===== src/rtl/oneshot_multi.sv =====
// Multi-channel edge-triggered one-shot with width, guard gap and retrigger.
// Define ONESHOT_MULTI_SYNC_EN to add a 2-flop trig synchronizer.
module oneshot_multi #(
  parameter int CH     = 4,
  parameter int PW_W   = 8,
  parameter int GAP    = 0,
  parameter int RETRIG = 0
) (
  input  logic              clk,
  input  logic              rst_n,
  input  logic [CH-1:0]     trig,
  input  logic [2*CH-1:0]   edge_sel,
  input  logic [PW_W-1:0]   pw,
  input  logic [CH-1:0]     clr_miss,
  output logic [CH-1:0]     shot,
  output logic [CH-1:0]     busy,
  output logic [CH-1:0]     miss
);

  typedef enum logic [1:0] {
    IDLE,
    PULSE,
    GUARD
  } st_t;

  localparam logic [PW_W-1:0] GAP_LD =
    PW_W'(GAP > 0 ? GAP - 1 : 0);

  logic [CH-1:0]   tin;
  logic [CH-1:0]   hist;
  logic [CH-1:0]   rise;
  logic [CH-1:0]   fall;
  logic [1:0]      arm_cnt;
  logic            armed;
  logic [PW_W-1:0] ld;

`ifdef ONESHOT_MULTI_SYNC_EN
  localparam int ARM_N = 3;
  logic [CH-1:0] s1;
  logic [CH-1:0] s2;

  always_ff @(posedge clk or negedge rst_n) begin
    if (!rst_n) begin
      s1 <= '0;
      s2 <= '0;
    end else begin
      s1 <= trig;
      s2 <= s1;
    end
  end

  assign tin = s2;
`else
  localparam int ARM_N = 1;
  assign tin = trig;
`endif

  // armed rises only after the input pipeline holds real samples
  always_ff @(posedge clk or negedge rst_n) begin
    if (!rst_n) begin
      hist    <= '0;
      arm_cnt <= '0;
      armed   <= 1'b0;
    end else begin
      hist <= tin;
      if (!armed) begin
        arm_cnt <= arm_cnt + 2'd1;
        armed   <= (arm_cnt == 2'(ARM_N - 1));
      end
    end
  end

  assign rise = tin & ~hist;
  assign fall = ~tin & hist;
  assign ld   = (pw == '0) ? '0 : pw - 1'b1;

  for (genvar i = 0; i < CH; i++) begin : g_ch
    st_t             st;
    st_t             st_n;
    logic [PW_W-1:0] cnt;
    logic [PW_W-1:0] cnt_n;
    logic            hit;
    logic            set;
    logic            shot_q;
    logic            busy_q;
    logic            miss_q;

    always_comb begin
      hit = 1'b0;
      unique case (edge_sel[2*i +: 2])
        2'b00: hit = rise[i];
        2'b01: hit = fall[i];
        2'b10: hit = rise[i] | fall[i];
        2'b11: hit = 1'b0;
      endcase
      hit = hit & armed;
    end

    always_comb begin
      st_n  = st;
      cnt_n = cnt;
      set   = 1'b0;
      unique case (st)
        IDLE: begin
          if (hit) begin
            st_n  = PULSE;
            cnt_n = ld;
          end
        end
        PULSE: begin
          if (hit && RETRIG != 0) begin
            cnt_n = ld;
          end else begin
            set = hit;
            if (cnt == '0) begin
              st_n  = (GAP > 0) ? GUARD : IDLE;
              cnt_n = GAP_LD;
            end else begin
              cnt_n = cnt - 1'b1;
            end
          end
        end
        GUARD: begin
          set = hit;
          if (cnt == '0) begin
            st_n = IDLE;
          end else begin
            cnt_n = cnt - 1'b1;
          end
        end
        default: st_n = IDLE;
      endcase
    end

    always_ff @(posedge clk or negedge rst_n) begin
      if (!rst_n) begin
        st     <= IDLE;
        cnt    <= '0;
        shot_q <= 1'b0;
        busy_q <= 1'b0;
        miss_q <= 1'b0;
      end else begin
        st     <= st_n;
        cnt    <= cnt_n;
        shot_q <= (st_n == PULSE);
        busy_q <= (st_n != IDLE);
        miss_q <= set | (miss_q & ~clr_miss[i]);
      end
    end

    assign shot[i] = shot_q;
    assign busy[i] = busy_q;
    assign miss[i] = miss_q;
  end

endmodule

===== config.mk =====
export PLATFORM = sky130hd
export DESIGN_NAME = oneshot_multi
export DESIGN_NICKNAME = d
export VERILOG_FILES = /design/src/rtl/oneshot_multi.sv
export SDC_FILE = /design/constraint.sdc
export NUM_CORES = 1
export LEC_CHECK = 0
export CORE_UTILIZATION = 45
export DETAILED_ROUTE_END_ITERATION = 6
export GPL_TIMING_DRIVEN = 0
export PLACE_DENSITY = 0.65
export SLEW_MARGIN = 20
export SYNTH_ARGS = -nofsm -noshare
export SYNTH_HDL_FRONTEND = slang
export SYNTH_SLANG_ARGS = --single-unit

===== constraint.sdc =====
create_clock -name clk -period 2.85 [get_ports clk]
set_input_delay 0.285 -clock clk [delete_from_list [all_inputs] [get_ports clk]]
set_output_delay 0.285 -clock clk [all_outputs]
set_load 0.02 [all_outputs]

# ---- After elaboration in Yosys (flattened, before gate mapping)
# Index checks and enable logic that the tools add are counted.
dict set report classes {
  addsub 6
  mul 0
  n_div 0
  n_lt_le_gt_ge 0
  n_eq_ne 32
  shifts 0
  mux 38
  bitwise 24
  n_reduce_logical 30
}
# cell count
set ops {}
lappend ops {{$mux W8} 13}
lappend ops {{$pmux W8 S3} 4}
lappend ops {{$logic_not A8 Y1} 5}
lappend ops {{$sub A8 B1 Y8 const B} 5}
lappend ops {{$eq A2 B1 Y1 const B} 12}
lappend ops {{$eq A2 B2 Y1 const B} 12}
lappend ops {{$logic_not A2 Y1} 9}
lappend ops {{$mux W2} 8}
lappend ops {{$ne A2 B2 Y1 const B} 8}
lappend ops {{$pmux W1 S4} 4}
lappend ops {{$pmux W2 S2} 4}
lappend ops {{$reduce_and A3 Y1} 4}
lappend ops {{$reduce_bool A3 Y1} 4}
lappend ops {{$and A1 B1 Y1} 8}
lappend ops {{$and A4 B4 Y4} 2}
lappend ops {{$not A4 Y4} 2}
lappend ops {{$or A1 B1 Y1} 8}
lappend ops {{$reduce_bool A2 Y1} 4}
lappend ops {{$reduce_or A2 Y1} 4}
lappend ops {{$mux W1} 5}
lappend ops {{$not A1 Y1} 4}
lappend ops {{$add A2 B1 Y2 const B} 1}
dict set report totals {
  regBits 59
  latchBits 0
  ramBits 0
  romBits 0
  inputBits 26
  output_inout_bits 12
  memories 0
}

# ---- Logic depth before layout (Yosys ltp)
dict set report logic_depth {
  word_depth 8
  ltp_mapped 9
}

# ---- Worst setup path before layout
# Ideal clock, no wire load.
dict set report synth_timing {
  path_type {reg-to-reg}
  start {register g_ch[3].cnt[0]}
  end {register g_ch[3].cnt[0]}
  arrival_time_ps 1869
  t_required_ps 2725
  slack_ps 856
  path_stages_with_launch 8
  synth_period_minus_slack_ps 1994
  cell_sequence {dfrtp_1 -> inv_1 -> ha_1 -> nor4b_2 -> a31oi_1 -> and2_1 -> buf_2 -> mux2_2}
}
dict set report synth_via {
  elab_chain_len 3
}
# element line
set synth_rtl {}
lappend synth_rtl {{start: declaration} 80} ;# logic [PW_W-1:0] cnt;
lappend synth_rtl {{start signal: assignment} 144} ;# cnt <= cnt_n;
lappend synth_rtl {{$sub A8 B1 Y8 or $logic_not A8 Y1 (tied branches)} n/a}
lappend synth_rtl {{$mux W8 (tied with other cells)} 125} ;# if (cnt == '0) begin
lappend synth_rtl {{$pmux W8 S3 or $reduce_and A3 Y1 (tied branches)} n/a}
# Parallel ways exist; a longest one is shown, timed or not. The select of a mux whose other input is x is not followed.
# A chain may end at the register's enable or synchronous reset.

# ---- Worst setup path after layout
dict set report layout_timing {
  start {input port pw[0]}
  end {register g_ch[3].cnt[6]}
}
dict set report layout_via {
  elab_chain_len 4
}
# element line
set layout_rtl {}
lappend layout_rtl {{start: declaration} 13} ;# input logic [PW_W-1:0] pw,
lappend layout_rtl {{$sub A8 B1 Y8 or $logic_not A8 Y1 (tied branches)} 75} ;# assign ld = (pw == '0) ? '0 : pw - 1'b1;
lappend layout_rtl {{$mux W8 *} 75}
lappend layout_rtl {{$mux W8 *} 105} ;# if (hit) begin
lappend layout_rtl {{$pmux W8 S3 *} 103} ;# unique case (st)
# Every way passes the cells marked *; elsewhere a longest branch is shown, timed or not. The select of a mux whose other input is x is not followed.

==> out/qor.yml <==
routabilityCongestion: 0.839
grt.overflow.total: 0
crit_start: "pw[0]"
final_cell_count_no_fill: 593
firstDrtPassIters: 4
route.vias.total: 3436
ant_nets: 0
timing.hold.ws_ns: 0.299
outcome: "complete, no violations"
syn-num-nets: 493
synth_top_family_by_area: "compound AO/OA/AOI/OAI gates"
setup_viol: 0
tritoncts: "done"
antenna_found_initial: 0
synth_top_area_cell: "dfrtp_1"
grt_pass1_wl_um: 15600
critPathMaxStageDelay_ns: 0.64
critPathCaptureType: "flip-flop"
grt_setup_unrepaired: "false"
synth_area_um2: 3920
ys_seq_elements: 59
clockRootBuffer: "clkbuf_8"
grt.total_usage_pct: 22.0
final_nets: 543
placed_area_um2: 4450
slew_violations: 0
syn_to_final_growth_pct: 19.1
m1WireLength_um: 4300
required_ns: 3.08
yosys-top-cells-area: "dfrtp_1, ha_1, o21ai_0"
dp_hpwl_um: 6390
fillers: 756
crit_chain: "clkdlybuf4s50_1, inv_1, ha_1, or3b_2, nor3_1, mux2i_1, o22ai_1, a22o_1"
setup-tns-final_ns: 0
ff2ff_setup_slack_ns: 0.44
setup_slack_ns: 0.291
cp_data_arrival_time_ns: 2.78
cp.depth: 8
p_per_area_nw_per_um2: 984
critPathKind: "in2reg"
dieArea_um2: 9100
clock_latency_ns: 0.33
critPathCapture: "g_ch[3].cnt[6]"
highest_layer: "met4"
numPlacedInstances: 577
cts-resized-gates: 0
synth.distinct_cells: 61
design_area_um2: 4670
drc: 0
met3WireLength_um: 402
wirelength_um: 9070
initial_utilization_pct: 47.0
coreArea_um2: 8340
ios: 38
r2r_end: "g_ch[0].cnt[3]"
synthAdderAreaFrac_pct: 10.5
cts_made_buffers: 9
syn_inst: 434
worstHoldPathType: "in2async"
die_x_um: 95.4
crit_family: "simple AND/OR/NAND/NOR gates"
ys_seq_area_share_pct: 37.6
p_leak_nw: 2.03
synth_edf_count: 0
path_buf_inv: 2
cts_buffer_depth: 2
min_period_over_period_pct: 89.8
n_antenna_cell: 0
synth.top_cell.area_share_pct: 37.6
vdd.ir_drop.worst_mv: 0.510
finalHoldViolCount: 0
die_h_um: 95.4
slew_headroom_pct: 49.9
wl_met2_um: 4210
clkSinkCount: 59
worst_slew_pin_slew_ns: 0.731
post_drt_wl_per_cell_um: 15.3
row_count: 33
synth-compound-area-share_pct: 25.4
grt_pass1_vias: 3326
ys.flop_type: "dfrtp_1"
h-tree-depth: 3
yosysMostFrequentCell: "dfrtp_1"
finalClockSkew_ns: 0.00509
synthArstFlopShare_pct: 100
r2r_start: "g_ch[0].cnt[0]"
post-route-util_pct: 56.0
yosys_warnings: 0
startpoint_type: "input pin"
synth.area.mux_share_pct: 1.88
grt_max_degree: 55
synthTopCellsByCount: "dfrtp_1, o21ai_0, inv_1"
max_cap_violations: 0
r2r_cells: 7
syn_area_per_cell_um2: 9.04
fmax_mhz: 391
synthSimpleGateAreaFrac_pct: 16.5
port_buffers: 37
synth_xor_area_share_pct: 0.446
clk_pin_slew_ns: 0.07
slowest_stage: "mux2i_1"
critPathMaxFanout: 4
drtIter0Drc: 176
vias_per_cell: 5.79
drive_gt1_share_pct: 10.0
pre_cts_slack_ns: -0.0465
power_mw: 4.60
period_minus_slack_ns: 2.56
==> power by group <==
part / switching [mW] / leakage [nW] / internal, mW
clock: 0.335 / 0.109 / 0.496
sequential: 0.286 / 0.734 / 1.15
combinational: 1.27 / 1.19 / 1.06
total: 1.89 / 2.03 / 2.71
==> final cells by class <==
class | count | area, um2 | area share (%)
inverters | 40 | 150 | 3.21
multi-input cells | 311 | 2150 | 46.0
plain buffers | 24 | 149 | 3.19
flip-flops and latches | 59 | 1480 | 31.6
clock buffers | 14 | 183 | 3.91
well taps | 105 | 131 | 2.81
repair buffers | 39 | 405 | 8.67
clock inverters | 1 | 30.0 | 0.643
==> registers in the layout, summed over array words and instances, names as in the netlist <==
signal / cells
g_ch.cnt: 32
g_ch.busy_q: 4
g_ch.shot_q: 4
arm_cnt: 2
g_ch.st: 8
armed: 1
hist: 4
g_ch.miss_q: 4
==> cell families (layout without fill, tap and decap cells) <==
kind of cell | Yosys count | after routing
mux | 7 | 7
xor+xnor | 2 | 2
buf+inv | 64 | 118
simple gates | 120 | 120
compound gates | 149 | 149
fa+ha+maj | 33 | 33
flops | 59 | 59
==> layout by cell type (no fill, tap or decap), types with 4 or more instances in the layout <==
cell type        Yosys  layout
a21oi_1             27      27
a22o_1               7       7
a2bb2oi_1            4       4
and2_1               5       5
buf_2                5       5
buf_4               12      13
clkbuf_1             6       7
clkbuf_8             0      13
clkdlybuf4s50_1      0      36
dfrtp_1             59      59
ha_1                33      33
inv_1               39      39
mux2i_1              4       4
nand2_1             21      21
nand2b_1             7       7
nand3_1             13      13
nor2_1              24      24
nor2b_1              4       4
nor3_1              16      16
nor4_1               8       8
o211ai_1             5       5
o21a_1               4       4
o21ai_0             44      44
o22a_1               5       5
o22ai_1             11      11
o32a_1               9       9
o32ai_1              4       4
or2_2                4       4
==> how the worst min path moves through the flow <==
stage,start,endpoint,slack [ns],depth (start not counted)
2_1_floorplan,rst_n,arm_cnt[0],-0.01,0
3_3_place_gp,arm_cnt[0],arm_cnt[0],0.45,1
3_5_place_dp,rst_n,g_ch[2].st[0],0.11,1
4_1_cts,rst_n,g_ch[2].st[0],0.28,2
5_1_grt,rst_n,g_ch[2].st[0],0.30,2
6_report,rst_n,g_ch[2].st[0],0.30,2
==> timing repair <==
action	4_1_cts	5_1_grt
endpoints found under the hold margin	9	0
hold buffers	1	0
buffers inserted	0	0
==> layer usage <==
metal / vias to the layer above / global-route usage (%)
met5: - / 0
met3: 14 / 5.02
met4: 0 / 7.46
li1: 1682 / -
met1: 1669 / 28.9
met2: 71 / 35.8
No activity file was read; power rests on OpenSTA's default activity.
